[config.mk]
export PLATFORM = sky130hd
export DESIGN_NAME = pwm_duty_capture
export DESIGN_NICKNAME = d
export VERILOG_FILES = /design/src/rtl/pwm_duty_capture.sv
export SDC_FILE = /design/constraint.sdc
export NUM_CORES = 1
export LEC_CHECK = 0
export CELL_PAD_IN_SITES_DETAIL_PLACEMENT = 1
export CELL_PAD_IN_SITES_GLOBAL_PLACEMENT = 1
export CORE_MARGIN = 4
export CORE_UTILIZATION = 30
export CTS_CLUSTER_DIAMETER = 40
export CTS_CLUSTER_SIZE = 28
export DETAILED_ROUTE_END_ITERATION = 10
export DONT_BUFFER_PORTS = 1
export PLACE_DENSITY = 0.56
export SYNTH_ARGS = -nofsm -noshare
export SYNTH_HDL_FRONTEND = slang
export SYNTH_SLANG_ARGS = --single-unit
[constraint.sdc]
create_clock -name clk_pwm_out -period 2.6 [get_ports clk_pwm_out]
set_clock_uncertainty 0.15 [all_clocks]
set_input_delay 0.26 -clock clk_pwm_out [delete_from_list [all_inputs] [get_ports clk_pwm_out]]
set_output_delay 0.26 -clock clk_pwm_out [all_outputs]
set_load 0.01 [all_outputs]
[src/rtl/pwm_duty_capture.sv]
// pwm_duty_capture: recovers the 8-bit duty code, high time and period
// of an asynchronous PWM input; flags stuck-high/low and bad period.
// Ports:
//   clk_pwm_out - sampling and measurement clock
//   rst_n       - asynchronous active-low reset
//   pwm_in      - PWM waveform, asynchronous to clk_pwm_out
//   duty_data   - recovered duty code (high cycles - 1, saturated at 255)
//   high_cnt    - last measured high time in cycles
//   period_cnt  - last measured period in cycles
//   duty_valid  - one-cycle pulse when the outputs above update
//   stuck_hi    - input held high for TIMEOUT cycles
//   stuck_lo    - input held low for TIMEOUT cycles
//   period_err  - last measured period differs from NOMINAL_PERIOD
module pwm_duty_capture #(
  parameter int unsigned NOMINAL_PERIOD = 256,
  parameter int unsigned TIMEOUT        = 512
) (
  input  logic        clk_pwm_out,
  input  logic        rst_n,
  input  logic        pwm_in,
  output logic [7:0]  duty_data,
  output logic [15:0] high_cnt,
  output logic [15:0] period_cnt,
  output logic        duty_valid,
  output logic        stuck_hi,
  output logic        stuck_lo,
  output logic        period_err
);

  localparam logic [15:0] NOM_P  = 16'(NOMINAL_PERIOD);
  localparam logic [15:0] TMO_M1 = 16'(TIMEOUT - 1);

  typedef enum logic [1:0] {
    ACQ,
    HIGH,
    LOW,
    STUCK
  } state_e;

  logic        s0_q;
  logic        s1_q;
  logic        s2_q;
  state_e      state_q;
  state_e      state_d;
  logic [15:0] pcnt_q;
  logic [15:0] pcnt_d;
  logic [15:0] hcnt_q;
  logic [15:0] hcnt_d;
  logic [15:0] tcnt_q;
  logic [15:0] tcnt_d;
  logic [7:0]  duty_q;
  logic [7:0]  duty_d;
  logic [15:0] high_q;
  logic [15:0] high_d;
  logic [15:0] per_q;
  logic [15:0] per_d;
  logic        valid_q;
  logic        valid_d;
  logic        shi_q;
  logic        shi_d;
  logic        slo_q;
  logic        slo_d;
  logic        perr_q;
  logic        perr_d;

  logic        rise;
  logic        fall;
  logic        publish;
  logic        tmo_hit;
  logic [7:0]  duty_sat;

  function automatic logic [15:0] sat_inc(
    input logic [15:0] v
  );
    return (v == 16'hFFFF) ? v : v + 16'd1;
  endfunction

  always_comb begin
    rise = s1_q & ~s2_q;
    fall = ~s1_q & s2_q;
    publish = (state_q == LOW) && rise;
    // a rise restarts the watchdog, so it wins over timeout
    tmo_hit = (state_q != STUCK) && !rise
            && (tcnt_q == TMO_M1);
    if (hcnt_q > 16'd255) begin
      duty_sat = 8'hFF;
    end else if (hcnt_q == 16'd0) begin
      duty_sat = 8'h00;
    end else begin
      duty_sat = 8'(hcnt_q - 16'd1);
    end
  end

  always_comb begin
    state_d = state_q;
    pcnt_d  = pcnt_q;
    hcnt_d  = hcnt_q;
    tcnt_d  = tcnt_q;
    unique case (1'b1)
      rise: begin
        state_d = HIGH;
        pcnt_d  = 16'd1;
        hcnt_d  = 16'd1;
        tcnt_d  = 16'd0;
      end
      tmo_hit: begin
        state_d = STUCK;
        tcnt_d  = sat_inc(tcnt_q);
      end
      default: begin
        unique case (state_q)
          ACQ: begin
            tcnt_d = sat_inc(tcnt_q);
          end
          HIGH, LOW: begin
            pcnt_d = sat_inc(pcnt_q);
            tcnt_d = sat_inc(tcnt_q);
            if (s1_q) begin
              hcnt_d = sat_inc(hcnt_q);
            end
            if (state_q == HIGH && fall) begin
              state_d = LOW;
            end
          end
          STUCK: begin
          end
          default: begin
            state_d = ACQ;
          end
        endcase
      end
    endcase
  end

  always_comb begin
    duty_d  = duty_q;
    high_d  = high_q;
    per_d   = per_q;
    shi_d   = shi_q;
    slo_d   = slo_q;
    perr_d  = perr_q;
    valid_d = 1'b0;
    unique case (1'b1)
      publish: begin
        duty_d  = duty_sat;
        high_d  = hcnt_q;
        per_d   = pcnt_q;
        perr_d  = (pcnt_q != NOM_P);
        shi_d   = 1'b0;
        slo_d   = 1'b0;
        valid_d = 1'b1;
      end
      tmo_hit: begin
        duty_d  = s1_q ? 8'hFF : 8'h00;
        high_d  = 16'd0;
        per_d   = 16'd0;
        perr_d  = 1'b0;
        shi_d   = s1_q;
        slo_d   = ~s1_q;
        valid_d = 1'b1;
      end
      default: begin
      end
    endcase
  end

  always_ff @(posedge clk_pwm_out or negedge rst_n) begin
    if (!rst_n) begin
      s0_q    <= 1'b0;
      s1_q    <= 1'b0;
      s2_q    <= 1'b0;
      state_q <= ACQ;
      pcnt_q  <= 16'd0;
      hcnt_q  <= 16'd0;
      tcnt_q  <= 16'd0;
      duty_q  <= 8'd0;
      high_q  <= 16'd0;
      per_q   <= 16'd0;
      valid_q <= 1'b0;
      shi_q   <= 1'b0;
      slo_q   <= 1'b0;
      perr_q  <= 1'b0;
    end else begin
      s0_q    <= pwm_in;
      s1_q    <= s0_q;
      s2_q    <= s1_q;
      state_q <= state_d;
      pcnt_q  <= pcnt_d;
      hcnt_q  <= hcnt_d;
      tcnt_q  <= tcnt_d;
      duty_q  <= duty_d;
      high_q  <= high_d;
      per_q   <= per_d;
      valid_q <= valid_d;
      shi_q   <= shi_d;
      slo_q   <= slo_d;
      perr_q  <= perr_d;
    end
  end

  assign duty_data  = duty_q;
  assign high_cnt   = high_q;
  assign period_cnt = per_q;
  assign duty_valid = valid_q;
  assign stuck_hi   = shi_q;
  assign stuck_lo   = slo_q;
  assign period_err = perr_q;

endmodule

==> qor.yml <==
outcome:
  run_status: "complete, but fails checks"
  violations: "negative hold slack"
floorplanning:
  dieArea_mm2: 0.0186
  dieWidth_um: 136
  initial_utilization_pct: 30.8
  core_area_mm2: 0.0160
  io_pins: 47
  fp.dieH_um: 136
  std_cell_rows: 46
power:
  post-layout-total-power_mw: 4.44
  power.leakage_nw: 2.33
  power.density_cell_area_mw_per_mm2: 791
  ir_drop_v: 0.000321
sta:
  maxSlewViolCount: 0
  totalNegativeSetupSlack_ns: 0
  timing_worst_slew_pin_value_ns: 0.532
  timing.hold.ws_ns: -0.544
  grt_setup_unrepaired: "yes"
  max_clock_freq_mhz: 409
  fin_crit_ns: 2.45
  slew_hr_pct: 63.6
  timing_hold_violations_final: 97
  finalCritPeriodShare_pct: 94.1
  finalSetupViolCount: 0
critical_path:
  worst_setup_path_endpoint: "pcnt_q[11]"
  critPathArrivalTime_ns: 2.52
  critical_path.endpoint_type: "register"
  cp_max_fo: 28
  required_ns: 2.67
  worstReg2RegEnd: "pcnt_q[11]"
  rrSetupSlack_ns: 0.15
  path_class: "register to register"
  r2r_cells: 6
  crit_path_start: "state_q[0]"
  critical_path.reg2reg.startpoint: "state_q[0]"
  worstSetupStartpointType: "register"
drt:
  initial_drt_pass_iterations: 4
  detail_route.drc_violations: 0
  vias: 4029
  avgRoutedWirePerCell_um: 18.0
  viasPerCell: 5.34
  detail_route.iter0.violations: 240
  wirelength_mm: 13.5
  detail-route-antenna-nets: 0
global_route:
  maximum_number_of_pins_on_one_net_before_global_route_repair: 98
  first_global_vias: 4235
  global_route.usage.total_pct: 15.2
  number_of_antenna_violations_at_the_first_check_in_global_routing: 0
  wire_length_of_the_first_global_routing_pass_mm: 22.7
  grt-ovfl-total: 0
clocking:
  cts_max_level: 3
  cts.root.buffer_cell: "sky130_fd_sc_hd__clkbuf_16"
  cts_tree: "done"
  cts_buffer_depth: 2
  cts.clk_slew.worst_paths_ns: 0.07
  post_cts_hold_buffer_count: 1
  clkSinkCount: 97
  insertion_delay_ns: 0.35
  cts_buf_count: 9
layout:
  final_layout_size_suffix_gt1_share_pct: 10.0
  synthToLayoutAreaGrowth_pct: 13.7
  diodes: 0
  final_cell_count_no_fill: 754
  num-nets-final: 545
logic_synthesis:
  synth_top_area_cell: "sky130_fd_sc_hd__dfrtp_1"
  async_flop_share_pct: 100
  synth_most_common_cell: "sky130_fd_sc_hd__dfrtp_1"
  synth_seq_area_share_pct: 49.2
  post-synth-top-area-fraction_pct: 49.2
  yosys_register_bits: 97
  synth-edff-count: 0
  yosysUniqueCellTypes: 44
  synthesis.area_mm2: 0.00493
  synth_area_per_cell_um2: 9.21
  synth_nets: 548
  postSynthCellCount: 536
  commonest_register_cell_after_synthesis: "sky130_fd_sc_hd__dfrtp_1"
  netlist_top_cells_count: "97 x sky130_fd_sc_hd__dfrtp_1, 70 x sky130_fd_sc_hd__a21oi_1, 60 x sky130_fd_sc_hd__nand2_1"
  synth.top_cells.by_area: "sky130_fd_sc_hd__dfrtp_1 49%, sky130_fd_sc_hd__a21oi_1 7.1%, sky130_fd_sc_hd__nand3_1 4.8%"
  warnings_from_yosys: 0
place:
  dpl.hpwl_mm: 9.11
  placed_cells_incl_taps: 737
  place_congestion: 0.800
  numPortBuffers: 0
min_path:
  hold_crit_path_type: "input pin to asynchronous set/reset pin"
flow_run:
  timing.max_cap.violations: 0
## report_power, final
group,internal (mW),switching (mW)
Sequential,1.71,0.258
Combinational,0.411,0.595
Clock,0.871,0.599
Total,2.99,1.45
## cell type report
| type | count | area [um2] |
|---|---|---|
| clock buffers | 10 | 239 |
| multi-input cells | 388 | 2330 |
| repair buffers | 25 | 215 |
| clock inverters | 6 | 88.8 |
| flip-flops and latches | 97 | 2430 |
| fillers | 1882 | 10400 |
| well taps | 216 | 270 |
| inverters | 12 | 45.0 |
## cells in the final DEF (no fill, tap or decap), types with 2 or more instances in the layout
master	count
sky130_fd_sc_hd__xor2_1	4
sky130_fd_sc_hd__nor4b_1	3
sky130_fd_sc_hd__o2111ai_1	3
sky130_fd_sc_hd__and2_1	3
sky130_fd_sc_hd__nor4_1	7
sky130_fd_sc_hd__mux2i_1	6
sky130_fd_sc_hd__or2_2	2
sky130_fd_sc_hd__a21oi_1	69
sky130_fd_sc_hd__and4_1	3
sky130_fd_sc_hd__nand3_1	47
sky130_fd_sc_hd__a211o_1	7
sky130_fd_sc_hd__a211oi_1	2
sky130_fd_sc_hd__bufinv_16	2
sky130_fd_sc_hd__a2111oi_0	4
sky130_fd_sc_hd__and3_1	2
sky130_fd_sc_hd__nand2_1	60
sky130_fd_sc_hd__o21ai_0	12
sky130_fd_sc_hd__clkbuf_16	9
sky130_fd_sc_hd__a31oi_1	5
sky130_fd_sc_hd__o21bai_1	2
sky130_fd_sc_hd__a21o_1	2
sky130_fd_sc_hd__or4_1	23
sky130_fd_sc_hd__buf_12	2
sky130_fd_sc_hd__clkinvlp_4	2
sky130_fd_sc_hd__o211ai_1	2
sky130_fd_sc_hd__nand4_1	13
sky130_fd_sc_hd__inv_1	12
sky130_fd_sc_hd__a31o_2	5
sky130_fd_sc_hd__nor3_1	4
sky130_fd_sc_hd__dfrtp_1	97
sky130_fd_sc_hd__nor2_1	31
sky130_fd_sc_hd__nor3b_1	4
sky130_fd_sc_hd__o31ai_1	18
sky130_fd_sc_hd__nand2b_1	3
sky130_fd_sc_hd__buf_4	22
sky130_fd_sc_hd__ha_1	9
sky130_fd_sc_hd__xnor2_1	14
sky130_fd_sc_hd__or3_1	8
## worst min path at each step
stage | start | end | slack (ns) | cells past startpoint
3_5_place_dp | rst_n | tcnt_q[3] | -0.18 | 0
2_1_floorplan | rst_n | duty_data[0] | -0.19 | 0
4_1_cts | rst_n | tcnt_q[3] | -0.56 | 0
5_1_grt | rst_n | tcnt_q[2] | -0.56 | 0
3_3_place_gp | rst_n | tcnt_q[4] | -0.18 | 0
6_report | rst_n | tcnt_q[3] | -0.54 | 0
## logic make-up (layout without fill, tap and decap cells)
logic type                 after synthesis  after routing  share of synthesized area (%)
buffers and inverters                   51             53                           4.11
DFF                                     97             97                           49.2
and+or+nand+nor                        222            222                           23.6
muxes                                    6              6                           1.22
adders and majority gates                9              9                           2.28
xor gates and xnor gates                18             18                           3.19
AOI/OAI and AO/OA                      133            133                           16.5
## through the flow
stage / setup slack [ns] / utilization [%] / instance area, um2
2_1_floorplan: 0.205 / - / 4930
3_3_place_gp: 0.155 / 32.9 / 5260
3_5_place_dp: 0.103 / 32.9 / 5260
4_1_cts: 0.0899 / 35.0 / 5600
5_1_grt: -0.00175 / 35.1 / 5610
6_report: 0.152 / 35.1 / 5610
## flip-flops by register name, summed over array words and instances, names as in the netlist
name and count:
high_cnt 16, duty_valid 1, duty_data 8, hcnt_q 16, state_q 2, s2_q 1
stuck_lo 1, tcnt_q 16, stuck_hi 1, pcnt_q 16, period_cnt 16, s1_q 1
period_err 1, s0_q 1
## timing repair
| action | CTS | global route |
|---|---|---|
| hold endpoints to repair | 98 | 97 |
| setup endpoints to repair | 0 | 7 |
| setup buffers | 0 | 0 |
| gates resized for setup | 0 | 3 |
## metal layers
layer / up-vias / wire [um] / share of wire (%) / track usage, %
met1: 2010 / 6710 / 50 / 22.1
met4: 0 / 211 / 1.6 / 4.93
met5: - / 0 / 0 / 0
met2: 56 / 6020 / 44 / 22.7
met3: 12 / 594 / 4.4 / 2.92
li1: 1951 / - / - / -
## critical path, stage by stage (launching register included)
cell,delay [ns]
sky130_fd_sc_hd__dfrtp_1,0.42
sky130_fd_sc_hd__ha_1,0.22
sky130_fd_sc_hd__or4_1,0.52
sky130_fd_sc_hd__nor2_1,0.21
sky130_fd_sc_hd__a31o_2,0.51
sky130_fd_sc_hd__nor4_1,0.15
sky130_fd_sc_hd__mux2i_1,0.14
Note: power is estimated with default switching activity, not from simulation.
